<file path="config.mk">
export PLATFORM = sky130hd
export DESIGN_NAME = seg7_display_decoder
export DESIGN_NICKNAME = d
export VERILOG_FILES = /design/src/rtl/seg7_pkg.sv /design/src/rtl/seg7_digit_decode.sv /design/src/rtl/seg7_display_decoder.sv
export SDC_FILE = /design/constraint.sdc
export NUM_CORES = 1
export LEC_CHECK = 0
export ABC_AREA = 0
export BUFFER_PORTS_ARGS = -buffer_cell sky130_fd_sc_hd__buf_2
export CORE_ASPECT_RATIO = 0.5
export CORE_MARGIN = 1
export CORE_UTILIZATION = 40
export DETAILED_ROUTE_END_ITERATION = 8
export PLACE_DENSITY = 0.62
export SLEW_MARGIN = 20
export SYNTH_ARGS = -nofsm -noshare
export SYNTH_HDL_FRONTEND = slang
export SYNTH_SLANG_ARGS = --single-unit
</file>
<file path="constraint.sdc">
create_clock -name clk -period 3.3 [get_ports clk]
set_input_delay 0.165 -clock clk [delete_from_list [all_inputs] [get_ports clk]]
set_output_delay 0.165 -clock clk [all_outputs]
set_load 0.005 [all_outputs]
</file>
<file path="src/rtl/seg7_pkg.sv">
// Shared definitions for the seven-segment readback decoder: glyph table and FSM state type.
package seg7_pkg;

  localparam logic [6:0] SEG7_BLANK = 7'h7F;

  // Active-low glyphs, a = bit0; element n is the pattern for hex digit n.
  localparam logic [15:0][6:0] SEG7_GLYPH = {
    7'h0E, 7'h06, 7'h21, 7'h46, 7'h03, 7'h08, 7'h10, 7'h00,
    7'h78, 7'h02, 7'h12, 7'h19, 7'h30, 7'h24, 7'h79, 7'h40
  };

  typedef enum logic [1:0] {IDLE, SETTLE, CAPTURE} seg7_dec_state_t;

endpackage

</file>
<file path="src/rtl/seg7_digit_decode.sv">
// Combinational decode of one active-low 7-segment pattern back to its hex nibble.
module seg7_digit_decode
  import seg7_pkg::*;
(
  input  logic [6:0] seg,
  output logic [3:0] nibble,
  output logic       blank,
  output logic       bad
);

  always_comb begin
    nibble = 4'd0;
    blank  = (seg == SEG7_BLANK);
    bad    = !blank;
    for (int i = 0; i < 16; i++) begin
      if (!blank && seg == SEG7_GLYPH[i]) begin
        nibble = 4'(i);
        bad    = 1'b0;
      end
    end
  end

endmodule

</file>
<file path="src/rtl/seg7_display_decoder.sv">
// Readback monitor: waits for the 7-seg buses to settle after a done rise, then decodes them.
module seg7_display_decoder
  import seg7_pkg::*;
#(
  parameter int NUM_DIGITS     = 6,
  parameter int STABLE_CYCLES  = 2,
  parameter int TIMEOUT_CYCLES = 1024
) (
  input  logic                    clk,
  input  logic                    rst_n,
  input  logic                    done,
  input  logic [NUM_DIGITS*7-1:0] seg_in,
  output logic [4*NUM_DIGITS-1:0] value,
  output logic                    value_valid,
  output logic [NUM_DIGITS-1:0]   blank_mask,
  output logic [NUM_DIGITS-1:0]   bad_mask,
  output logic                    timeout_err,
  output logic                    busy
);

  localparam int CW = $clog2(TIMEOUT_CYCLES + 1);
  localparam logic [CW-1:0] STAB_LAST = CW'(STABLE_CYCLES - 1);
  localparam logic [CW-1:0] TMO_LAST  = CW'(TIMEOUT_CYCLES - 1);
  localparam logic [CW-1:0] CNT_MAX   = '1;

  seg7_dec_state_t           state_reg, state_next;
  logic                      done_q_reg;
  logic [NUM_DIGITS*7-1:0]   seg_q_reg, seg_q_next;
  logic [CW-1:0]             stab_cnt_reg, stab_cnt_next;
  logic [CW-1:0]             tmo_cnt_reg, tmo_cnt_next;
  logic [4*NUM_DIGITS-1:0]   value_reg, value_next;
  logic [NUM_DIGITS-1:0]     blank_reg, blank_next;
  logic [NUM_DIGITS-1:0]     bad_reg, bad_next;
  logic                      valid_reg, valid_next;
  logic                      tmo_err_reg, tmo_err_next;

  logic [4*NUM_DIGITS-1:0]   dec_value;
  logic [NUM_DIGITS-1:0]     dec_blank;
  logic [NUM_DIGITS-1:0]     dec_bad;
  logic                      rise;
  logic                      same;

  for (genvar gi = 0; gi < NUM_DIGITS; gi++) begin : g_digit
    seg7_digit_decode u_dec (
      .seg    (seg_q_reg[7*gi +: 7]),
      .nibble (dec_value[4*gi +: 4]),
      .blank  (dec_blank[gi]),
      .bad    (dec_bad[gi])
    );
  end

  assign rise = done & ~done_q_reg;
  assign same = (seg_in == seg_q_reg);

  always_ff @(posedge clk or negedge rst_n) begin
    if (!rst_n) begin
      state_reg    <= IDLE;
      done_q_reg   <= 1'b0;
      seg_q_reg    <= '0;
      stab_cnt_reg <= '0;
      tmo_cnt_reg  <= '0;
      value_reg    <= '0;
      blank_reg    <= '0;
      bad_reg      <= '0;
      valid_reg    <= 1'b0;
      tmo_err_reg  <= 1'b0;
    end else begin
      state_reg    <= state_next;
      done_q_reg   <= done;
      seg_q_reg    <= seg_q_next;
      stab_cnt_reg <= stab_cnt_next;
      tmo_cnt_reg  <= tmo_cnt_next;
      value_reg    <= value_next;
      blank_reg    <= blank_next;
      bad_reg      <= bad_next;
      valid_reg    <= valid_next;
      tmo_err_reg  <= tmo_err_next;
    end
  end

  always_comb begin
    state_next    = state_reg;
    seg_q_next    = seg_q_reg;
    stab_cnt_next = stab_cnt_reg;
    tmo_cnt_next  = tmo_cnt_reg;
    value_next    = value_reg;
    blank_next    = blank_reg;
    bad_next      = bad_reg;
    valid_next    = 1'b0;
    tmo_err_next  = 1'b0;
    case (state_reg)
      IDLE: begin
        if (rise) begin
          state_next    = SETTLE;
          seg_q_next    = seg_in;
          stab_cnt_next = '0;
          tmo_cnt_next  = '0;
        end
      end
      SETTLE: begin
        seg_q_next    = seg_in;
        tmo_cnt_next  = (tmo_cnt_reg == CNT_MAX) ? tmo_cnt_reg : tmo_cnt_reg + 1'b1;
        stab_cnt_next = !same ? '0 :
                        (stab_cnt_reg == CNT_MAX) ? stab_cnt_reg : stab_cnt_reg + 1'b1;
        // A dropped done abandons the capture silently, even if settling just completed.
        if (!done) begin
          state_next = IDLE;
        end else if (same && stab_cnt_reg == STAB_LAST) begin
          state_next = CAPTURE;
        end else if (tmo_cnt_reg == TMO_LAST) begin
          state_next   = IDLE;
          tmo_err_next = 1'b1;
        end
      end
      CAPTURE: begin
        value_next = dec_value;
        blank_next = dec_blank;
        bad_next   = dec_bad;
        valid_next = 1'b1;
        state_next = IDLE;
      end
      default: state_next = IDLE;
    endcase
  end

  assign value       = value_reg;
  assign value_valid = valid_reg;
  assign blank_mask  = blank_reg;
  assign bad_mask    = bad_reg;
  assign timeout_err = tmo_err_reg;
  assign busy        = (state_reg != IDLE);

endmodule

</file>
# Word-level counts from Yosys, hierarchy flattened

Index checks and enable logic that the tools add are counted.
Widths: inputs -> output; s select.

Div/mod/pow operators: 0
Bitwise gates (word level): 2
Shift operators: 0
Equal/unequal tests: 107
Reduce and logical (&&, ||, !) cells: 116
$lt $le $gt $ge: 0
Muxes and demuxes: 204
Add/subtract/negate cells: 2
Multipliers: 0

Operator list:

| operator              | count |
|---|---|
| $eq 7x7->1 const B    | 30 |
| $mux 4                | 48 |
| $eq 7x5->1 const B    | 18 |
| $eq 7x6->1 const B    | 18 |
| $mux 1                | 107 |
| $logic_and 1x1->1     | 97 |
| $eq 7x2->1 const B    | 12 |
| $eq 7x4->1 const B    | 12 |
| $pmux 42 s2           | 1 |
| $mux 3                | 24 |
| $mux 11               | 4 |
| $pmux 11 s2           | 2 |
| $eq 42x42->1          | 1 |
| $eq 7x3->1 const B    | 6 |
| $logic_not 7->1       | 6 |
| $mux 42               | 1 |
| $mux 2                | 16 |
| $add 11x1->11 const B | 2 |
| $eq 11x11->1 const B  | 2 |
| $eq 11x1->1 const B   | 1 |
| $eq 11x10->1 const B  | 1 |
| $logic_not 1->1       | 6 |
| $reduce_and 3->1      | 2 |
| $ne 2x2->1 const B    | 2 |
| other kinds (10)      | 12 |

Logic and storage cells: 441
Memory bits (writable): 0
Memories: 0
Bits of input ports: 45
Latch bits: 0
Bits in read-only memories: 0
Output and inout port bits: 39
Register bits: 105

# Depth between registers and ports, before layout

Depth in word-level cells: 19
Gate-level depth with buffers: 8

# Modules after synthesis

Synthesis repeated with hierarchy kept, for this count alone.

Cell total of the unflattened synthesis: 811
Area total of the unflattened synthesis: 7,116.8 µm²

Modules (own cells, without submodules):

| module               | cells each | instances | area an instance (µm²) |
|---|---|---|---|
| seg7_display_decoder | 457        | 1         | 4,729.5 |
| seg7_digit_decode    | 59         | 6         | 397.9 |

# Least setup slack after synthesis

OpenSTA, ideal clock, no wires.

Kind: reg2reg
Start: register seg_q_reg[2]
End: register state_reg[0]
Arrival time: 1.828 ns
Buffers on the path: 1
Path slack: 1.342 ns
Period minus slack after synthesis: 1.958 ns
Library setup time: 0.130 ns
Cell stages (with the launch flop): 8
Path through: dfrtp_1 > buf_6 > xor2_1 > nor4_2 > nand3_2 > or4_1 > nor2_2 > o32ai_1

Word-level cells in the longest chain between the ends: 5
Elaborated cells between the ends (all ways): 7
Classes of those cells: eq/ne (2); mux (3); reduce/logical (2)

Ends and longest elaborated chain:

| item                     | line                        | source |
|---|---|---|
| start: declaration       | seg7_display_decoder.sv:28  | `logic [NUM_DIGITS*7-1:0] seg_q_reg, seg_q_next;` |
| start signal: assignment | seg7_display_decoder.sv:70  | `seg_q_reg <= seg_q_next;` |
| $eq 42x42->1 *           | seg7_display_decoder.sv:53  | `assign same = (seg_in == seg_q_reg);` |
| $logic_and 1x1->1 *      | seg7_display_decoder.sv:108 | `end else if (same && stab_cnt_reg == STAB_LAST) begin` |
| $mux 2                   | seg7_display_decoder.sv:108 |  |
| $mux 2                   | seg7_display_decoder.sv:106 | `if (!done) begin` |
| $pmux 2 s2               | seg7_display_decoder.sv:91  | `case (state_reg)` |
| end signal: assignment   | seg7_display_decoder.sv:68  | `state_reg <= state_next;` |
| end: declaration         | seg7_display_decoder.sv:26  | `seg7_dec_state_t state_reg, state_next;` |

Every way passes the cells marked *; elsewhere a longest branch is shown, timed or not.
A chain may end at the register's enable or synchronous reset.

# Worst setup path in the final report

Start: register seg_q_reg[33]
End: register stab_cnt_reg[5]

Word-level cells in the longest chain between the ends: 3
Elaborated cells between the ends (all ways): 5
Classes of those cells: eq/ne (2); mux (2); reduce/logical (1)

Ends and longest elaborated chain:

| item                                                             | line                       | source |
|---|---|---|
| $eq 42x42->1 *                                                   | seg7_display_decoder.sv:53 |  |
| $ne 3x3->1 (no source line) or $mux 11 (tied branches)           | --                         |  |
| $reduce_and 3->1 (no source line) or $pmux 11 s2 (tied branches) | --                         |  |
| end signal: assignment                                           | seg7_display_decoder.sv:71 | `stab_cnt_reg <= stab_cnt_next;` |
| end: declaration                                                 | seg7_display_decoder.sv:29 | `logic [CW-1:0] stab_cnt_reg, stab_cnt_next;` |

Marks and branches as above.

==> metrics.md <==
| Metric | Value |
|---|---|
| Outcome | finished clean |
| Max Fanout on Critical Path | 14 |
| DRT Pass-1 Iters | 5 |
| GRT Total Usage | 0.211 |
| FF-to-FF Start | seg_q_reg[33] |
| Area leader, netlist | dfrtp_1 |
| Setup TNS | 0 ns |
| Layout cell share with drive strength beyond 1 | 0.140 |
| Largest net degree at the start of global routing | 57 |
| EDFF count, synth | 0 |
| P_sw | 0.00131 W |
| Area grow syn2layout | 13.3% |
| Post-cts resize count | 0 |
| Initial core utilization | 0.419 |
| Fill count | 1535 |
| Clock power share | 0.326 |
| Die Span Y | 92.8 um |
| Synth Instances | 817 |
| Seq pwr share | 0.461 |
| Placer Congestion | 0.855 |
| Reg2Reg Setup Slack | 0.72 ns |
| Syn nets | 865 |
| Fin crit share | 0.783 |
| Final WS setup | 0.717 ns |
| Syn Area/Cell | 8.07 um2 |
| CTS Root Cell | clkbuf_16 |
| RR Endpoint | stab_cnt_reg[5] |
| Sequential fraction of the synthesis area | 0.398 |
| Final Core Density | 0.475 |
| Relative slew slack | 0.514 |
| GRT busiest layer | met1 |
| Longest Clk Path Bufs | 2 |
| Fin. Hold Viols | 0 |
| Die X | 184 um |
| Drt via density | 5.61 |
| Final setup viols | 0 |
| Post-CTS setup buffers | 0 |
| Gate power share | 0.213 |
| Min-delay worst type | in2reg |
| Hold Path Depth | 3 |
| Worst Skew | 0.00988 ns |
| Worst Setup SP | seg_q_reg[33] |
| Routed wire per std cell | 16.1 um |
| Die area | 17000 um2 |
| CTS Buf Count | 9 |
| DR DRC count | 0 |
| Vias in the first global route | 5546 |
| DP Wirelength | 12.3 mm |
| Critical path endpoint | stab_cnt_reg[5] |
| Power Dens Cells | 499 nW/um2 |
| Max-Cap Viols | 0 |
| Routed wire length | 17.5 mm |
| Leakage Power | 3.45 nW |
| Mapped cell area | 6600 um2 |
| WP data arrival | 2.85 ns |
| Initial antenna violation count | 0 |
| Most frequent cell after synthesis | nand2_1 |
| Core Box Area | 15700 um2 |
| Number of max-slew violations in the final report | 0 |
| Via count | 6064 |
| Critical path type | reg2reg |
| Slew @ Worst Pin | 0.729 ns |
| Internal Power | 0.00242 W |
| Final ANT Viol Nets | 0 |
| Num rows | 32 |
| Top cell type's share of synthesized area | 0.398 |
| # clock sinks | 105 |
| Max Clock Freq | 0.387 GHz |
| M1 GR Usage | 0.316 |
| Most used DFF post-synth | dfrtp_1 |
| Worst Path Required | 3.56 ns |
| PortBufs | 83 |
| Commonest cells post-synth | 180 x nand2_1, 105 x dfrtp_1, 71 x nor2_1 |
| Distinct cells, synth | 71 |
| M2 GR Usage | 0.315 |
| Depth of the most critical reg-to-reg path | 6 |
| Post-synth ARST share | 1.00 |
| Total design power | 0.00373 W |
| CTS tree | yes |
| Sw Ratio | 0.352 |
| I/O Pins | 84 |
| H-tree Lvls | 3 |
| Grt total ovfl | 0 |
| Ant. Diodes | 0 |
| Skew-Pair Late Insertion Delay | 0.35 ns |
| Met3 GRT Util | 0.0362 |
| Starting DRC count in detailed routing | 581 |
| Startpoint types | flip-flop |
| First-pass GRT wire length | 28.6 mm |
| Unrepaired setup endpoints after global routing | false |
| Yosys reg bits | 105 |
| Top cells by area, synth | dfrtp_1 40%, nand2_1 10%, xor2_1 6.8% |
| Max reg flops | 42 |
| Final Net Count | 903 |
| Yosys warns | 0 |
| Max IR drop VDD | 311 uV |
| Pre-CTS WS | 0.757 ns |
| Worst Setup End Kind | flip-flop |
| Clk pin slew, worst setup/hold paths | 0.08 ns |
| Hold-fix buffers at CTS | 2 |
| Min Clock Period, post-route | 2.58 ns |
==> kinds of logic after synthesis <==
logic type                 synth area share
muxes                               0.00930
buffers and inverters                0.0450
and+or+nand+nor                       0.300
DFF                                   0.398
adders and majority gates           0.00569
xor gates and xnor gates             0.0784
AOI/OAI and AO/OA                     0.163
==> critical path, stage by stage (launching register included) <==
cell and delay (ns):
dfrtp_1 0.54, xor2_1 0.24, nor4_2 0.44, nand3_2 0.19, nor4_4 0.69, nand3_2 0.20
o31ai_2 0.20
==> cell type report <==
type | count | area [um2] | area share
multi-input cells | 636 | 3680 | 0.493
flip-flops and latches | 105 | 2630 | 0.352
repair buffers | 91 | 508 | 0.0680
well taps | 221 | 277 | 0.0370
clock buffers | 10 | 239 | 0.0320
clock inverters | 6 | 95.1 | 0.0127
inverters | 12 | 45.0 | 0.00603
==> how the worst min path moves through the flow <==
| stage | to | slack, ns | start |
|---|---|---|---|
| 2_1_floorplan | bad_mask[0] | -0.13 | rst_n |
| 6_report | seg_q_reg[26] | 0.05 | seg_in[26] |
| 3_5_place_dp | tmo_cnt_reg[5] | 0.28 | rst_n |
| 5_1_grt | seg_q_reg[20] | 0.04 | seg_in[20] |
| 3_3_place_gp | tmo_cnt_reg[5] | 0.27 | rst_n |
| 4_1_cts | seg_q_reg[26] | 0.03 | seg_in[26] |
==> per-stage QoR <==
stage / hold slack (ns) / cell area [um2] / cells
finish: 0.0466 / 7470 / 1081
global route: 0.0392 / 7470 / 1081
CTS: 0.0344 / 7470 / 1081
detailed placement: 0.277 / 7120 / 1063
global placement: 0.271 / 7120 / 1063
floorplan: -0.131 / 6600 / 817
==> power groups by stage <==
| stage | Combinational, W | Clock (W) | Sequential [W] |
|---|---|---|---|
| 3_3_place_gp | 0.000777 | 0 | 0.00173 |
| 6_report | 0.000793 | 0.00122 | 0.00172 |
| 3_5_place_dp | 0.000787 | 0 | 0.00174 |
| 2_1_floorplan | 0.000789 | 0 | 0.00149 |
| 4_1_cts | 0.000792 | 0.00125 | 0.00171 |
| 5_1_grt | 0.000893 | 0.00131 | 0.00176 |
==> cells in the final DEF (no fill, tap or decap), types with 6 or more instances in the layout <==
cell and n:
o21ai_0 26, a21oi_1 36, xor2_1 51, nor4_1 18, xnor2_1 8, buf_2 82
nor2b_1 11, nor3_1 24, nand3_1 20, or3_1 6, inv_1 11, nand2b_1 7
nand4_1 25, nor2_1 71, and3_1 10, nand2_1 180, clkbuf_16 9, a31oi_1 14
a21o_1 8, o21ai_1 8, dfrtp_1 105
==> metal layers <==
layer,part of all wire,up-vias
met5,0,-
met4,0.011,0
met3,0.053,15
met2,0.44,183
met1,0.49,2897
li1,-,2969
No activity file was read; power rests on OpenSTA's default activity.
